### src/rtl/rl_pipeline_pkg.sv
`default_nettype none
// ============================================================================
// Module      : rl_pipeline_pkg
// Description : Shared constants for the range-limited force pipeline:
//               scheduler FSM state encoding, default BRAM address width
//               and read latency, and the pair-count width.
// Revision    : 1.0 - initial release
// ============================================================================
package rl_pipeline_pkg;

  // Defaults shared with the position BRAM wrappers
  localparam int c_default_addr_width   = 9;
  localparam int c_default_read_latency = 1;
  localparam int c_pair_cnt_width       = 32;

  // Pair scheduler FSM encoding
  localparam int                   c_state_w  = 2;
  localparam logic [c_state_w-1:0] c_st_idle  = 2'd0;
  localparam logic [c_state_w-1:0] c_st_run   = 2'd1;
  localparam logic [c_state_w-1:0] c_st_drain = 2'd2;
  localparam logic [c_state_w-1:0] c_st_done  = 2'd3;

endpackage
`default_nettype wire

### src/rtl/rl_valid_delay.sv
`default_nettype none
// ============================================================================
// Module      : rl_valid_delay
// Description : DEPTH-deep valid shift register. dout is din delayed by
//               DEPTH cycles; in_flight is high while any stage holds a 1.
//               Cleared synchronously by rst.
// Revision    : 1.0 - initial release
// ============================================================================
module rl_valid_delay #(
  parameter int DEPTH = 1
) (
  input  logic clk,
  input  logic rst,
  input  logic din,
  output logic dout,
  output logic in_flight
);

  logic [DEPTH-1:0] r_pipe;

  generate
    if (DEPTH == 1) begin : g_single
      // Single-stage delay
      always_ff @(posedge clk) begin
        if (rst) r_pipe <= '0;
        else     r_pipe <= din;
      end
    end else begin : g_multi
      // Shift din in at bit 0, out at the top
      always_ff @(posedge clk) begin
        if (rst) r_pipe <= '0;
        else     r_pipe <= {r_pipe[DEPTH-2:0], din};
      end
    end
  endgenerate

  assign dout      = r_pipe[DEPTH-1];
  assign in_flight = |r_pipe;

endmodule
`default_nettype wire

### src/rtl/rl_pair_scheduler.sv
`default_nettype none
// ============================================================================
// Module      : rl_pair_scheduler
// Description : Sequences one range-limited force tile. Walks every
//               home x neighbor pair, drives the position BRAM read ports,
//               aligns r2_enable to BRAM latency, throttles on stall and on
//               the outstanding-result limit, and pulses done once the last
//               force result has returned.
//               Optional macro RL_SKIP_SELF_PAIR_EN: pairs whose home and
//               neighbor indices match become bubbles (not issued/counted).
// Revision    : 1.0 - initial release
// ============================================================================
module rl_pair_scheduler
  import rl_pipeline_pkg::*;
#(
  parameter int ADDR_WIDTH      = c_default_addr_width,
  parameter int READ_LATENCY    = c_default_read_latency,
  parameter int MAX_OUTSTANDING = 64,
  parameter int CNT_WIDTH       = c_pair_cnt_width
) (
  input  logic                  clk,
  input  logic                  rst,
  input  logic                  start,
  input  logic [ADDR_WIDTH-1:0] home_last,
  input  logic [ADDR_WIDTH-1:0] nbr_last,
  input  logic                  stall,
  input  logic                  force_valid,
  output logic                  rden,
  output logic [ADDR_WIDTH-1:0] home_rdaddr,
  output logic [ADDR_WIDTH-1:0] nbr_rdaddr,
  output logic                  r2_enable,
  output logic                  busy,
  output logic                  done,
  output logic [CNT_WIDTH-1:0]  pair_count
);

  // Outstanding counter must hold MAX_OUTSTANDING itself
  localparam int                 c_out_w   = $clog2(MAX_OUTSTANDING) + 1;
  localparam logic [c_out_w-1:0] c_max_out = c_out_w'(MAX_OUTSTANDING);

  logic [c_state_w-1:0]  r_state, w_next_state;
  logic [ADDR_WIDTH-1:0] r_home_last, r_nbr_last;
  logic [ADDR_WIDTH-1:0] r_home_ptr, r_nbr_ptr;
  logic [ADDR_WIDTH-1:0] r_home_addr, r_nbr_addr;
  logic [c_out_w-1:0]    r_outstanding, w_out_next;
  logic [CNT_WIDTH-1:0]  r_pair_count;
  logic                  r_rden;
  logic                  w_start_acc, w_advance, w_issue, w_final, w_self;
  logic                  w_at_end, w_r2, w_in_flight;

  // A self pair only matters when skipping is compiled in
`ifdef RL_SKIP_SELF_PAIR_EN
  assign w_self = (r_home_ptr == r_nbr_ptr);
`else
  assign w_self = 1'b0;
`endif

  assign w_at_end = (r_home_ptr == r_home_last) && (r_nbr_ptr == r_nbr_last);

  // State register
  always_ff @(posedge clk) begin
    if (rst) r_state <= c_st_idle;
    else     r_state <= w_next_state;
  end

  // Next-state logic; DRAIN exit looks at the post-edge outstanding count so
  // done follows the final force_valid by one cycle
  always_comb begin
    w_next_state = r_state;
    case (r_state)
      c_st_idle:  if (start) w_next_state = c_st_run;
      c_st_run:   if (w_final) w_next_state = c_st_drain;
      c_st_drain: if ((w_out_next == '0) && !w_in_flight) w_next_state = c_st_done;
      c_st_done:  w_next_state = c_st_idle;
      default:    w_next_state = c_st_idle;
    endcase
  end

  // Per-state control: start acceptance, pair stepping and issue decision
  always_comb begin
    w_start_acc = 1'b0;
    w_advance   = 1'b0;
    w_issue     = 1'b0;
    w_final     = 1'b0;
    case (r_state)
      c_st_idle: w_start_acc = start;
      c_st_run: begin
        w_advance = !stall && (r_outstanding < c_max_out);
        w_issue   = w_advance && !w_self;
        w_final   = w_advance && w_at_end;
      end
      default: ;
    endcase
  end

  // Outstanding count: simultaneous issue and return cancel; never below 0
  always_comb begin
    w_out_next = r_outstanding;
    if (w_issue && !force_valid)
      w_out_next = r_outstanding + c_out_w'(1);
    else if (!w_issue && force_valid && (r_outstanding != '0))
      w_out_next = r_outstanding - c_out_w'(1);
  end

  // Registered read port, pair pointers, counters and latched bounds
  always_ff @(posedge clk) begin
    if (rst) begin
      r_rden        <= 1'b0;
      r_home_addr   <= '0;
      r_nbr_addr    <= '0;
      r_home_ptr    <= '0;
      r_nbr_ptr     <= '0;
      r_home_last   <= '0;
      r_nbr_last    <= '0;
      r_pair_count  <= '0;
      r_outstanding <= '0;
    end else begin
      r_rden        <= w_issue;
      r_outstanding <= w_out_next;
      if (w_start_acc) begin
        r_home_last  <= home_last;
        r_nbr_last   <= nbr_last;
        r_home_ptr   <= '0;
        r_nbr_ptr    <= '0;
        r_home_addr  <= '0;
        r_nbr_addr   <= '0;
        r_pair_count <= '0;
      end
      if (w_issue) begin
        r_home_addr  <= r_home_ptr;
        r_nbr_addr   <= r_nbr_ptr;
        r_pair_count <= r_pair_count + CNT_WIDTH'(1);
      end
      if (w_advance) begin
        if (r_nbr_ptr == r_nbr_last) begin
          r_nbr_ptr  <= '0;
          r_home_ptr <= r_home_ptr + ADDR_WIDTH'(1);
        end else begin
          r_nbr_ptr  <= r_nbr_ptr + ADDR_WIDTH'(1);
        end
      end
    end
  end

  rl_valid_delay #(
    .DEPTH (READ_LATENCY)
  ) u_valid_delay (
    .clk       (clk),
    .rst       (rst),
    .din       (r_rden),
    .dout      (w_r2),
    .in_flight (w_in_flight)
  );

  assign rden        = r_rden;
  assign home_rdaddr = r_home_addr;
  assign nbr_rdaddr  = r_nbr_addr;
  assign r2_enable   = w_r2;
  assign busy        = (r_state == c_st_run) || (r_state == c_st_drain);
  assign done        = (r_state == c_st_done);
  assign pair_count  = r_pair_count;

endmodule
`default_nettype wire
### config.mk
export PLATFORM = sky130hd
export DESIGN_NAME = rl_pair_scheduler
export DESIGN_NICKNAME = d
export VERILOG_FILES = /design/src/rtl/rl_pipeline_pkg.sv /design/src/rtl/rl_valid_delay.sv /design/src/rtl/rl_pair_scheduler.sv
export SDC_FILE = /design/constraint.sdc
export NUM_CORES = 1
export LEC_CHECK = 0
export ABC_AREA = 1
export ABC_CLOCK_PERIOD_IN_PS = 3300
export CAP_MARGIN = 30
export CORE_MARGIN = 2
export CORE_UTILIZATION = 50
export DETAILED_ROUTE_END_ITERATION = 10
export PLACE_DENSITY_LB_ADDON = 0.2
export SLEW_MARGIN = 20
export SYNTH_ARGS = -nofsm -noshare
export SYNTH_HDL_FRONTEND = slang
export SYNTH_SLANG_ARGS = --single-unit
### constraint.sdc
create_clock -name clk -period 3.3 [get_ports clk]
set_input_delay 0.66 -clock clk [delete_from_list [all_inputs] [get_ports clk]]
set_output_delay 0.66 -clock clk [all_outputs]
set_load 0.01 [all_outputs]
==> impl_results.md <==
- Inserted Clock Buffers: 9
- Initial DRC count: 187
- Synth cell types: 46
- CP Class: reg -> out
- Reg-to-reg endpoint: r_state[1]$_SDFFE_PP0P_
- Power per cell area: 560.2 nW/um^2
- Final nets: 817
- Start of the worst register-to-register path: r_state[1]$_SDFFE_PP0P_
- Fill cells: 910
- Routability Congestion: 0.8713
- CP max FO: 4
- Core Region: just under 10000 um^2
- Ports: 77
- Main synth FF type: dfxtp_1
- Crit path DAT: 1730 ps
- Buffers on Ports: 76
- Wire length per cell: 13.06 um
- Critical Path RT: approximately 2600 ps
- Fin crit share: 0.7248
- FFs w/ async S/R, synth: 0
- Fin util: 0.6238
- First-pass GRT wire length: 20.75 mm
- Via-per-instance ratio: 5.287
- Clock root buffer: clkbuf_8
- Routed Antenna Nets: 0
- DIE WIDTH: about 100 um
- Yosys reg bits: between 90 and 100
- Grt total ovfl: 0
- Synth Instances: 713
- Postcts setup bufs: 0
- Layout cells sized above 1: 0.08756
- Syn Area/Cell: 7.054 um^2
- CP Launch Point: r_state[0]$_SDFFE_PP0P_
- Max-cap check violation count: 0
- Hold buffers post-CTS: 0
- Sequential area share after synthesis: 0.3861
- Clock Latency Late Sink: 380 ps
- Total power: 0.003415 W
- Clock transition at path regs: around 90 ps
- Synth warn: 0
- Outcome: completed
- Row cnt: 36
- Commonest non-fill, non-tap cell in the layout: nand2_1
- Final setup viols: 0
- HP Class: reg -> reg
- CTS HTree Levels: 3
- Sequential standard cell area: 1942 um^2
- Final Skew: 16.49 ps
- CTS tree: yes
- Die height: 104.3 um
- Tot GR Track Use: 0.2299
- Worst vdd ir: 283.3 uV
- TritonCTS Sinks: 97
- P_leak: around 2.2 nW
- Final WL: about 12 mm
- Largest net degree at the start of global routing: 36
- Footprint of the multi-input gates: 2663 um^2
- CTS Buffer Depth: 2
- Mapped cell area: 5030 um^2
- Layout area overhead: 21.22%
- R2R depth: 16
- DRC viols: 0
- Die area: 10880 um^2
- Critical path endpoint category: output port
- Syn_nets: 747
- Final Hold Fails: 0
- Slew margin rel.: 0.6052
- Vias: 4869
- Critical Path End: busy
- Crit start category: flip-flop
- Setup TNS: 0 ps
- Most frequent cells in the layout: nand2_1 (142), dfxtp_1 (97), clkdlybuf4s50_1 (76), inv_1 (73), nor2_1 (72)
- Post_cts resized: 0
- Reg2reg setup slack: between 1000 and 1500 ps
- Least-Margin Pin Slew: 591.6 ps
- HPWL Detailed: 8.973 mm
- Number of global-route vias before repair: 4541
- Starting Density: 0.5146
- EDFF count, synth: 0
- Antenna violations before repair: 0
- Max Clk Rate: 0.4181 GHz
- DRT Pass-1 Iters: 6
- RSZ-0062 raised after global routing: false
- # diodes: 0
- Max Transition Viols Final: 0
- Period minus WS final: approximately 2400 ps
## routing by layer
layer	wire length [um]	GRT usage	up-vias	share of wire
met4	163	0.08687	0	0.014
met3	612	0.04762	14	0.051
met1	5497	0.2936	2237	0.46
met2	5757	0.3810	134	0.48
li1	-	-	2484	-
met5	0	0	-	0
## cell families (layout without fill, tap and decap cells)
family / Yosys count / after routing / share of synthesized area
simple gates: 336 / 336 / 0.3142
compound gates: 147 / 147 / 0.1629
buf+inv: 108 / 183 / 0.08507
flops: 97 / 97 / 0.3861
xor+xnor: 14 / 14 / 0.02438
fa+ha+maj: 11 / 11 / 0.02736
## cell type report
class                      instances  area share
multi-input combinational        508      0.4367
inverter                          82     0.05048
clock inverter                     2    0.006156
clock buffer                      14     0.02504
tap                              133     0.02729
sequential                        97      0.3185
timing repair buffer              85      0.1359
## how the worst min path moves through the flow
stage / start / endpoint / cells past startpoint / slack, ps
finish: rden$_SDFF_PP0_ / u_valid_delay.dout$_SDFF_PP0_ / 2 / 450
global route: rden$_SDFF_PP0_ / u_valid_delay.dout$_SDFF_PP0_ / 2 / 480
CTS: rden$_SDFF_PP0_ / u_valid_delay.dout$_SDFF_PP0_ / 2 / 450
detailed placement: rden$_SDFF_PP0_ / u_valid_delay.dout$_SDFF_PP0_ / 2 / 440
global placement: rden$_SDFF_PP0_ / u_valid_delay.dout$_SDFF_PP0_ / 2 / 440
floorplan: r_home_last[1]$_SDFFE_PP0P_ / r_home_last[1]$_SDFFE_PP0P_ / 2 / 440
## worst max-delay path, cell delays in order, from the launching register on
cell,delay (ps)
dfxtp_1,390
inv_1,120
ha_1,320
clkdlybuf4s50_1,530
## Yosys cell counts (9+ instances only)
cell type    n  area share
dfxtp_1     97        0.39
a21oi_1     57       0.057
nor3_1      23       0.023
nand4_1      9       0.011
nor2_2       9       0.011
nand2_1    142        0.11
o21ai_0     61       0.061
ha_1        11       0.027
inv_1       73       0.054
clkbuf_1    17       0.013
nand3_1     44       0.044
nor2_1      73       0.054
a211oi_1    10       0.015
## power breakdown
group | total, W | switching [W] | internal, W
sequential | 0.00139 | 0.000108 | 0.00128
combinational | 0.00125 | 0.000794 | 0.000452
clock | 0.000781 | 0.000408 | 0.000373
## state kept, by name, summed over array words and instances, names as in the netlist, 7 cells and up
| signal | count |
|---|---|
| home_rdaddr | 9 |
| nbr_rdaddr | 9 |
| pair_count | 32 |
| r_home_last | 9 |
| r_home_ptr | 9 |
| r_nbr_last | 9 |
| r_nbr_ptr | 9 |
| r_outstanding | 7 |
## through the flow
step	instances	hold slack [ps]	setup WS, ps	instance area, um^2
global route	921	484.2	808.1	6097
CTS	921	446.0	896.3	6097
global placement	905	435.1	747.8	5907
finish	921	448.3	908.0	6097
detailed placement	905	435.6	673.6	5907
floorplan	713	439.0	1462	5030
Power figures use the tool's default switching activity.
==> RTL edit, RTL diff (config.mk and constraints unchanged) <==
The option `RL_SKIP_SELF_PAIR_EN` is turned on by a define.
--- a/src/rtl/rl_pair_scheduler.sv
+++ b/src/rtl/rl_pair_scheduler.sv
@@ -12,2 +12,4 @@
 // ============================================================================
+`define RL_SKIP_SELF_PAIR_EN
+
 module rl_pair_scheduler
Behaviour: not the same (Yosys sat finds a counterexample within 4 cycles, from zero or initial values and one cycle with rst high).
==> RTL edit against the original RTL <==
  * Routed wire length up 3.0%
  * Via count down 1.5%
  * Worst setup slack worse by 66 ps
  * First-iteration DRC count up 36%
  * Clock skew down 3.3 ps
  * Sequential cell count unchanged
  * Synthesized area down 0.67%
  * Highest routed layer unchanged
  * Cell area down 0.39%
  * Combinational power down 7%
  * Total power up 0.56%
==> RTL edit: results (changes against the original RTL) <==
{
  "final_layout": {
    "post_layout_nonfiller_instances": {"value": 884, "change": "-4.0%"},
    "post_route_cells_drive_above_1_share": {"value": 0.08522, "change": "-0.002344"}
  },
  "yosys": {
    "synthTopCellsByCount": "sky130_fd_sc_hd__nand2_1 (118), sky130_fd_sc_hd__dfxtp_1 (97), sky130_fd_sc_hd__nor2_1 (67)",
    "syn-instance-count": {"value": 678, "change": "-4.9%"},
    "synthDominantCellAreaShare": {"value": 0.3887, "change": "+0.002611"},
    "yosysUniqueCellTypes": {"value": 45, "change": "-2.2%"},
    "share_of_the_yosys_chip_area_belonging_to_registers": {"value": 0.3887, "change": "+0.002611"}
  },
  "sta": {
    "clock_skew": {"value": 13.17, "unit": "ps", "change": "-3.312 ps"},
    "timing.final.ws_setup": {"value": 841.9, "unit": "ps", "change": "-66.09 ps"},
    "slew_headroom": {"value": 0.5608, "change": "-0.04435"},
    "final.hold.worst_slack": {"value": 428.6, "unit": "ps", "change": "-19.72 ps"}
  },
  "global_route": {
    "grt_first_pass_wirelength": {"value": 21000, "unit": "microns", "change": "+1.2%"},
    "grt_usage": {"value": 0.2316, "change": "+0.001734"},
    "pin_count_of_the_biggest_net_entering_global_routing": {"value": 48, "change": "+33%"},
    "grt_pass1_vias": {"value": 4470, "change": "-1.6%"}
  },
  "routing": {
    "drt-pass1-iter-count": {"value": 5, "change": "-1"},
    "drt_first_iter_violations": {"value": 254, "change": "+36%"},
    "wl_per_cell": {"value": 14.01, "unit": "microns", "change": "+7.3%"}
  },
  "critical_path": {
    "critical_path_required": {"value": 3550, "unit": "ps", "change": "+910 ps"},
    "critical_path.reg2reg.startpoint": "r_home_ptr[1]",
    "crit_start": "stall",
    "timing.reg2reg.worst_path_depth": {"value": 15, "change": "-1"},
    "endpoint": "pair_count[20]",
    "worstPathMaxFanout": {"value": 17, "change": "+13"},
    "reg2reg_setup_slack": {"value": 880, "unit": "ps", "change": "-270 ps"}
  },
  "place": {
    "preCtsSetupSlack": {"value": 524.7, "unit": "ps", "change": "-148.9 ps"},
    "finalWeightedCongestion": {"value": 0.8933, "change": "+2.5%"},
    "post_place_cell_area": {"value": 5853, "unit": "sq um", "change": "-0.91%"},
    "post-place-cells": {"value": 868, "change": "-4.1%"}
  },
  "cts": {
    "clk-insertion-delay-late": {"value": 360, "unit": "ps", "change": "-20 ps"}
  },
  "power_and_ir_drop": {
    "vdd_ir_drop_max": {"value": 0.0002999, "unit": "V", "change": "+5.9%"},
    "leakagePower": {"value": 0.002219, "unit": "uW", "change": "+2.0%"}
  },
  "status": {
    "run_status": "completed"
  }
}
[RTL edit: metal layers]
layer / GRT usage / share of wire / up-vias
li1: - / - / 2426
met1: 0.3090 / 0.47 / 2227
met2: 0.3872 / 0.48 / 131
met3: 0.03383 / 0.043 / 13
met4: 0.07239 / 0.011 / 0
met5: 0 / 0 / -
[RTL edit: kinds of logic after synthesis]
family | synth area share
buf+inv | 0.08640
compound gates | 0.1653
xor+xnor | 0.04358
flops | 0.3887
simple gates | 0.2885
fa+ha+maj | 0.02755
[RTL edit: where the power goes]
group	switching, uW	internal [uW]	total (uW)
registers	116	1300	1410
logic	722	437	1160
clock network	428	436	864
[RTL edit: final cells by class]
type                       instances  area [sq um]
timing repair buffer              83         825.8
clock inverter                     5         88.84
tap                              133         166.4
multi-input combinational        476          2623
fill                             907          3656
sequential                        97          1942
clock buffer                      11         131.4
inverter                          79         296.5
[RTL edit: critical path, cell delays in order]
cell	delay [ps]
sky130_fd_sc_hd__clkdlybuf4s50_1	450
sky130_fd_sc_hd__inv_1	70
sky130_fd_sc_hd__nand3_1	100
sky130_fd_sc_hd__inv_2	140
sky130_fd_sc_hd__nand2_4	170
sky130_fd_sc_hd__inv_2	260
sky130_fd_sc_hd__nand4_1	180
sky130_fd_sc_hd__nor3_2	170
sky130_fd_sc_hd__nand2_1	90
sky130_fd_sc_hd__nor2_1	190
sky130_fd_sc_hd__nand3_1	90
sky130_fd_sc_hd__nand2_1	70
sky130_fd_sc_hd__nor2_1	50
